File: src/rtl/sh7604_pkg.sv
// Shared types for the SH7604 data-bus arbiter: bus-owner encoding and the
// per-master request bundle routed through the owner mux.
package sh7604_pkg;

  typedef enum logic [1:0] {
    DBO_NONE = 2'd0,
    DBO_CPU  = 2'd1,
    DBO_DMA  = 2'd2,
    DBO_EXT  = 2'd3
  } DBusOwner_t;

  typedef struct packed {
    logic [31:0] a;
    logic [31:0] dat;
    logic [3:0]  ba;
    logic        we;
    logic        req;
    logic        lock;
    logic        burst;
  } DBusReq_t;

  localparam int unsigned DBUS_REQ_W = $bits(DBusReq_t);

  function automatic logic [7:0] sat_inc8(input logic [7:0] v);
    if (v == 8'hFF) begin
      return v;
    end else begin
      return v + 8'd1;
    end
  endfunction

endpackage

File: src/rtl/sh7604_dbus_mux.sv
// Owner-driven 2:1 select of the CPU or DMAC request bundle onto the BSC data bus.
module sh7604_dbus_mux
  import sh7604_pkg::*;
(
  input  DBusOwner_t own,
  input  DBusReq_t   cpu,
  input  DBusReq_t   dma,
  output DBusReq_t   bus
);

  // Idle and external ownership both park the bus at all-zero.
  always_comb begin
    bus = {DBUS_REQ_W{1'b0}};
    case (own)
      DBO_CPU: bus = cpu;
      DBO_DMA: bus = dma;
      default: bus = {DBUS_REQ_W{1'b0}};
    endcase
  end

endmodule

File: src/rtl/sh7604_dbus_arb.sv
// SH7604 data-bus arbiter: external master > DMAC > CPU, LOCK/BURST hold, BRLS_N/BGR_N release.
// Optional CPU fairness against long DMAC runs is enabled by defining SH7604_DBUS_ARB_FAIR_EN.
module sh7604_dbus_arb
  import sh7604_pkg::*;
#(
  parameter int unsigned DMA_MAX_RUN = 32'd16
)
(
  input  logic        clk,
  input  logic        rst_n,
  input  logic        ce_r,
  input  logic        ce_f,
  input  logic [31:0] cpu_a,
  input  logic [31:0] cpu_do,
  input  logic [3:0]  cpu_ba,
  input  logic        cpu_we,
  input  logic        cpu_req,
  input  logic        cpu_lock,
  input  logic        cpu_burst,
  output logic [31:0] cpu_di,
  output logic        cpu_wait,
  input  logic [31:0] dma_a,
  input  logic [31:0] dma_do,
  input  logic [3:0]  dma_ba,
  input  logic        dma_we,
  input  logic        dma_req,
  input  logic        dma_lock,
  input  logic        dma_burst,
  output logic [31:0] dma_di,
  output logic        dma_wait,
  output logic        dma_ack,
  output logic [31:0] bus_a,
  output logic [31:0] bus_do,
  output logic [3:0]  bus_ba,
  output logic        bus_we,
  output logic        bus_req,
  output logic        bus_lock,
  output logic        bus_burst,
  input  logic [31:0] bus_di,
  input  logic        bus_wait,
  input  logic        brls_n,
  output logic        bgr_n
);

  DBusOwner_t own_q, own_d;
  logic       bgr_n_q, bgr_n_d;
  logic       done_free_q, done_free_d;
  DBusReq_t   cpu_s, dma_s, bus_s;
  logic       done_s, done_free_now_s, idle_s, abandon_s, free_s, cpu_turn_s;

  assign cpu_s = '{a: cpu_a, dat: cpu_do, ba: cpu_ba, we: cpu_we,
                   req: cpu_req, lock: cpu_lock, burst: cpu_burst};
  assign dma_s = '{a: dma_a, dat: dma_do, ba: dma_ba, we: dma_we,
                   req: dma_req, lock: dma_lock, burst: dma_burst};

  sh7604_dbus_mux u_mux (
    .own (own_q),
    .cpu (cpu_s),
    .dma (dma_s),
    .bus (bus_s)
  );

  // bus_s is zero for NONE/EXT, so these terms only ever see the current owner.
  assign done_s          = bus_s.req & ~bus_wait;
  assign done_free_now_s = ce_f & done_s & ~bus_s.lock & ~bus_s.burst;
  assign idle_s          = ~bus_s.req & ~bus_s.lock & ~bus_s.burst;
  assign abandon_s       = ~bus_s.req & bus_wait;
  assign free_s          = (own_q == DBO_NONE) | done_free_q | done_free_now_s | idle_s | abandon_s;

`ifdef SH7604_DBUS_ARB_FAIR_EN
  logic [7:0] dma_run_q, dma_run_d;

  // DMAC run length: counts DMAC completions, cleared by a CPU completion.
  always_comb begin
    if (ce_f && done_s && (own_q == DBO_DMA)) begin
      dma_run_d = sat_inc8(dma_run_q);
    end else if (ce_f && done_s && (own_q == DBO_CPU)) begin
      dma_run_d = 8'd0;
    end else begin
      dma_run_d = dma_run_q;
    end
  end

  // Run-length counter register.
  always_ff @(posedge clk or negedge rst_n) begin
    if (!rst_n) begin
      dma_run_q <= 8'd0;
    end else begin
      dma_run_q <= dma_run_d;
    end
  end

  assign cpu_turn_s = cpu_req & ({24'd0, dma_run_q} >= DMA_MAX_RUN);
`else
  assign cpu_turn_s = 1'b0;
`endif

  // Next owner: EXT exits on BRLS_N release, otherwise re-arbitrate only while free.
  always_comb begin
    own_d       = own_q;
    bgr_n_d     = bgr_n_q;
    done_free_d = done_free_q | done_free_now_s;
    if (ce_r) begin
      done_free_d = 1'b0;
      if (own_q == DBO_EXT) begin
        if (brls_n) begin
          own_d   = DBO_NONE;
          bgr_n_d = 1'b1;
        end else begin
          own_d   = DBO_EXT;
          bgr_n_d = 1'b0;
        end
      end else if (free_s) begin
        if (!brls_n) begin
          own_d   = DBO_EXT;
          bgr_n_d = 1'b0;
        end else if (cpu_turn_s) begin
          own_d   = DBO_CPU;
          bgr_n_d = 1'b1;
        end else if (dma_req) begin
          own_d   = DBO_DMA;
          bgr_n_d = 1'b1;
        end else if (cpu_req) begin
          own_d   = DBO_CPU;
          bgr_n_d = 1'b1;
        end else begin
          own_d   = DBO_NONE;
          bgr_n_d = 1'b1;
        end
      end else begin
        own_d   = own_q;
        bgr_n_d = bgr_n_q;
      end
    end else begin
      own_d   = own_q;
      bgr_n_d = bgr_n_q;
    end
  end

  // Ownership, grant and completion-seen registers.
  always_ff @(posedge clk or negedge rst_n) begin
    if (!rst_n) begin
      own_q       <= DBO_NONE;
      bgr_n_q     <= 1'b1;
      done_free_q <= 1'b0;
    end else begin
      own_q       <= own_d;
      bgr_n_q     <= bgr_n_d;
      done_free_q <= done_free_d;
    end
  end

  assign bus_a     = bus_s.a;
  assign bus_do    = bus_s.dat;
  assign bus_ba    = bus_s.ba;
  assign bus_we    = bus_s.we;
  assign bus_req   = bus_s.req;
  assign bus_lock  = bus_s.lock;
  assign bus_burst = bus_s.burst;
  assign bgr_n     = bgr_n_q;
  assign cpu_di    = bus_di;
  assign dma_di    = bus_di;
  assign cpu_wait  = (own_q == DBO_CPU) ? bus_wait : cpu_req;
  assign dma_wait  = (own_q == DBO_DMA) ? bus_wait : dma_req;
  assign dma_ack   = (own_q == DBO_DMA) & dma_req;

endmodule

File: config.mk
export PLATFORM = sky130hd
export DESIGN_NAME = sh7604_dbus_arb
export DESIGN_NICKNAME = d
export VERILOG_FILES = /design/src/rtl/sh7604_pkg.sv /design/src/rtl/sh7604_dbus_mux.sv /design/src/rtl/sh7604_dbus_arb.sv
export SDC_FILE = /design/constraint.sdc
export NUM_CORES = 1
export LEC_CHECK = 0
export ABC_CLOCK_PERIOD_IN_PS = 2300
export BUFFER_PORTS_ARGS = -buffer_cell sky130_fd_sc_hd__buf_2
export CAP_MARGIN = 20
export CORE_AREA = 2 2 124 126
export CTS_CLUSTER_DIAMETER = 80
export DETAILED_ROUTE_END_ITERATION = 16
export DIE_AREA = 0 0 126 128
export PLACE_DENSITY = 0.48
export SKIP_LAST_GASP = 1
export SYNTH_ARGS = -nofsm -noshare
export SYNTH_HDL_FRONTEND = slang
export SYNTH_SLANG_ARGS = --single-unit
File: constraint.sdc
create_clock -name clk -period 2.3 [get_ports clk]
set_input_delay 0 -clock clk [delete_from_list [all_inputs] [get_ports clk]]
set_output_delay 0 -clock clk [all_outputs]
set_load 0.03 [all_outputs]
[After elaboration in Yosys (flattened, before gate mapping)]
Cells that the tools add are included.
Operators by class
  equal/unequal tests: 3
  mux-type cells: 13
  bitwise logic cells: 17
  reductions and logical operators: 3
Operator list (number)
  case mux 72 bit (2 select lines): 1
  2-to-1 mux 2 bit: 5
  AND 1 bit: 8
  2-to-1 mux 1 bit: 7
  OR 1 bit: 5
  == test 2 bit, second input constant: 2
  NOT 1 bit: 4
  == test 2 x 1 -> 1 bit, second input constant: 1
  logical NOT 2 bit: 1
  AND reduction 2 bit: 1
  nonzero test 2 bit: 1
Storage, ports and cells
  bits in registers: 4
  output and inout port bits: 140
  logic and storage cells: 39

[Depth between registers and ports, before layout]
  depth in word-level cells: 11
  mapped depth: 7
  depth with buffers taken out: 7

[Modules after synthesis]
Synthesis repeated with hierarchy kept, for this count alone.
Second synthesis, totals
  cells, all modules: 261
  area total of the unflattened synthesis: 1945.6 µm²
Modules (own cells, without submodules)
  sh7604_dbus_mux: times used 1, cells an instance 172, area an instance 1199.9 µm², seq. area each 0.0 µm²
  sh7604_dbus_arb: times used 1, cells an instance 89, area an instance 745.7 µm², seq. area each 101.3 µm²

[Worst setup path before layout]
OpenSTA, ideal clock, no wires.
  path kind: reg2reg
  start point: register own_q[0]
  end point: register own_q[1]
  setup time: 125 ps
  arrival time: 1609 ps
  setup slack: 566 ps
  cell stages (with the launch flop): 8
  buffers on the path: 1
  clock period less this slack: 1734 ps
  cell sequence: dfrtp_1 inv_1 ha_1 buf_2 and2_4 a21oi_4 a21boi_4 mux2_4
On the way
  word-level cells in the longest chain between the ends: 11
  elaborated cells between the ends (all ways): 22
  those cells by class: eq/ne (3); mux (2); bitwise (14); reduce/logical (3)
RTL lines
  from (decl): RTL line sh7604_dbus_arb.sv:45  | DBusOwner_t own_q, own_d;
  from (signal assigned): RTL line sh7604_dbus_arb.sv:147  | own_q <= own_d;
  == test 2 bit / == test 2 x 1 -> 1 bit (equally long branches): RTL line sh7604_dbus_mux.sv:14  | case (own)
  case mux 72 bit (2 select lines) *: RTL line sh7604_dbus_mux.sv:14
  net bus_req: RTL line sh7604_dbus_arb.sv:36  | output logic bus_req,
  AND 1 bit: RTL line sh7604_dbus_arb.sv:64  | assign done_s = bus_s.req & ~bus_wait;
  AND 1 bit (3 in series): RTL line sh7604_dbus_arb.sv:65  | assign done_free_now_s = ce_f & done_s & ~bus_s.lock & ~bus_s.burst;
  OR 1 bit (2 in series): RTL line sh7604_dbus_arb.sv:68  | assign free_s = (own_q == DBO_NONE) | done_free_q | done_free_now_s | idle_s | abandon_s;
  OR 1 bit *: RTL line sh7604_dbus_arb.sv:68
  nonzero test 2 bit (no line) *
  AND reduction 2 bit (no line) *
The timed path passes the listed nets; every way through them passes the cells marked *.
A chain may end at the register's enable or synchronous reset.

[Worst setup path after layout]
  start point: register own_q[1]
  end point: output bus_do[22]
On the way
  word-level cells in the longest chain between the ends: 2
  elaborated cells between the ends (all ways): 3
  those cells by class: eq/ne (2); mux (1)
RTL lines
  == test 2 bit / == test 2 x 1 -> 1 bit (equally long branches): RTL line sh7604_dbus_mux.sv:14
  case mux 72 bit (2 select lines) *: RTL line sh7604_dbus_mux.sv:14
  to (decl): RTL line sh7604_dbus_arb.sv:33  | output logic [31:0] bus_do,
Every way passes the cells marked *; elsewhere a longest branch is shown, timed or not.

==> impl_metrics.env <==
export IMPL_use_met2=0.146
export IMPL_drtPass1Iterations=4
export IMPL_final_cell_mix="225 x buf_2, 71 x a22oi_1, 71 x nor2b_1"
export IMPL_worst_setup_path_type="register to output pin"
export IMPL_insertion_delay_ns=0.23
export IMPL_worstSetupStartpointType="register"
export IMPL_period_share=0.856
export IMPL_cp_num_buf_inv=3
export IMPL_crit_chain="inv_1 > ha_2 > buf_4 > a22oi_1 > nor2b_1 > buf_2"
export IMPL_finalSetupViolations=0
export IMPL_finClkSkew_ns=0.00215
export IMPL_worst_setup_path_end_kind="output pin"
export IMPL_final_common_cell="buf_2"
export IMPL_critPathMaxStageDelay_ns=0.42
export IMPL_grt_use_met1=0.0945
export IMPL_crit_path_top_delay_cell="dfrtp_1"
export IMPL_power_per_cell_area_mw_per_mm2=1120
export IMPL_grt_pass1_vias=2303
export IMPL_synth_warnings=0
export IMPL_die_area_mm2=0.0161
export IMPL_finalWirelength_um=7480
export IMPL_dp_slack_ns=0.483
export IMPL_yosys_area_top_type="a22oi_1"
export IMPL_grt_overflow=0
export IMPL_port_buffers=225
export IMPL_final_nets=599
export IMPL_viasPerCell=3.93
export IMPL_ys_top_cells_by_area="a22oi_1 28%, buf_4 25%, nor2b_1 23%"
export IMPL_antenna_left=0
export IMPL_fin_tns_setup_ns=0
export IMPL_crit_required_ns=2.30
export IMPL_drc=0
export IMPL_arrival_ns=1.97
export IMPL_post_route_min_period_ns=1.97
export IMPL_cts_sinks=4
export IMPL_root_buffer="clkbuf_16"
export IMPL_cp_max_fo=48
export IMPL_cts_path_max_buffers=2
export IMPL_grt_max_degree=49
export IMPL_antennaDiodeCount=0
export IMPL_synth_top_area_frac=0.281
export IMPL_start_util=0.128
export IMPL_synth_seq_cells=4
export IMPL_use_met3=0.0188
export IMPL_top_usage_layer="met2"
export IMPL_yosysSeqAreaShare=0.0534
export IMPL_drv_slew=0
export IMPL_row_count=45
export IMPL_postSynthCellCount=263
export IMPL_syn_avg_cell_area_um2=7.21
export IMPL_htreeDepth=1
export IMPL_ir_worst_vdd_mv=0.662
export IMPL_fillers=1757
export IMPL_die_w_um=126
export IMPL_die_h_um=128
export IMPL_setup_ws_ns=0.331
export IMPL_synth_fp_nets=449
export IMPL_cts_made_buffers=3
export IMPL_yosysUniqueCellTypes=25
export IMPL_max_freq_mhz=508
export IMPL_drtIter0Drc=107
export IMPL_worst_pin_slew_ns=0.499
export IMPL_area_growth_pct=49.1
export IMPL_drive_gt1_frac=0.590
export IMPL_wire_per_inst_um=12.5
export IMPL_clkTransAtPathRegs_ns=0.03
export IMPL_hold_class="primary input to output pin"
export IMPL_maxCapViolations=0
export IMPL_cts_resized=0
export IMPL_num_vias=2357
export IMPL_coreArea_mm2=0.0149
export IMPL_antenna_found_initial=0
export IMPL_multi_input_area_mm2=0.00121
export IMPL_rsz0062_at_grt="no"
export IMPL_slew_headroom=0.667
export IMPL_hpwl_um=6030
export IMPL_status="complete, no violations"
export IMPL_hold_violations=0
export IMPL_cp_top_family="buffers and inverters"
export IMPL_track_usage=0.0813
export IMPL_cts_tree="yes"
export IMPL_ios=322
export IMPL_gp_congestion=0.747
export IMPL_p_leak_nw=1.48
export IMPL_syn_cell_area_mm2=0.00190
export IMPL_final_seq_area_um2=101
export IMPL_post_cts_buffers=0
export IMPL_grt_pass1_wl_um=11000
[state kept, by name (all words and copies together), names as in the netlist]
register,count
done_free_q,1
own_q,2
bgr_n,1
[through the flow]
step | cells | cell area, µm² | hold WS [ns] | power, W | utilization
final | 600 | 2830 | 0.0000170 | 0.00318 | 0.190
after global routing | 600 | 2830 | 0.0000750 | 0.00341 | 0.190
after CTS | 600 | 2830 | 0.000316 | 0.00320 | 0.190
after detailed placement | 594 | 2730 | -0.187 | 0.00290 | 0.184
after global placement | 594 | 2730 | -0.188 | 0.00293 | 0.184
after floorplan | 263 | 1900 | -0.296 | 0.00235 | -
[power breakdown]
group | internal, W | switching [W] | total (W)
registers | 0.0000925 | 0.0000174 | 0.000110
clock network | 0.000230 | 0.0000546 | 0.000284
logic | 0.000989 | 0.00179 | 0.00278
total | 0.00131 | 0.00186 | 0.00318
[cells by family (layout without fill, tap and decap cells)]
logic type,Yosys count,in the layout,synth area share
buffers and inverters,92,241,0.314
and+or+nand+nor,78,78,0.255
DFF,4,4,0.0534
adders and majority gates,4,4,0.0264
AOI/OAI and AO/OA,82,82,0.330
muxes,3,3,0.0211
[cell usage after synthesis]
cell	count
nor2b_1	71
a22o_1	1
mux2i_1	1
a21boi_4	1
o211a_1	1
and2_1	1
a21oi_4	1
inv_1	4
dfrtp_1	3
ha_1	4
and4b_1	1
buf_2	8
buf_1	5
nand2_1	2
o21ai_1	4
buf_4	64
dfstp_2	1
a21oi_1	1
o21ai_0	1
clkbuf_1	11
mux2_4	2
o31a_1	1
and2_4	1
a22oi_1	71
nor2_1	2
[repair_timing]
action | CTS | global route
hold buffers | 2 | 0
setup endpoints to repair | 0 | 0
endpoints found under the hold margin | 5 | 0
[final timing paths]
path / depth (start not counted) / slack [ns] / to / startpoint
worst max-delay path: 6 / 0.33 / bus_do[22] / own_q[1]$_DFFE_PN0P_
worst min-delay path: 0 / 0.00002 / cpu_di[21] / bus_di[21]
worst max register to register: 6 / 0.49 / own_q[1]$_DFFE_PN0P_ / own_q[1]$_DFFE_PN0P_
worst min register to register: 2 / 0.53 / done_free_q$_DFF_PN0_ / done_free_q$_DFF_PN0_
max in group asynchronous: 2 / 1.99 / bgr_n$_DFFE_PN1P_ / rst_n
min in group asynchronous: 2 / 0.11 / done_free_q$_DFF_PN0_ / rst_n
[worst register-to-register path, delay by kind of cell (launching register included)]
| family | cells | cell delay [ns] |
|---|---|---|
| flip-flops | 1 | 0.40 |
| AO/OA/AOI/OAI | 3 | 0.69 |
| buffers and inverters | 1 | 0.09 |
| adder cells (fa/ha/maj) | 1 | 0.20 |
| multiplexers | 1 | 0.31 |
[cell type report]
cell class,count,share of cell area
multi-input cells,167,0.427
repair buffers,233,0.421
well taps,188,0.0831
flip-flops and latches,4,0.0358
clock buffers,4,0.0279
inverters,4,0.00531
[routing by layer]
layer  wire length (µm)  vias up  part of all wire
met5                  0        -                 0
met4                178        0             0.024
met3                637       29             0.085
met2               3730      123              0.50
met1               2930     1047              0.39
li1                   -     1158                 -
(Power assumes the default switching activity.)
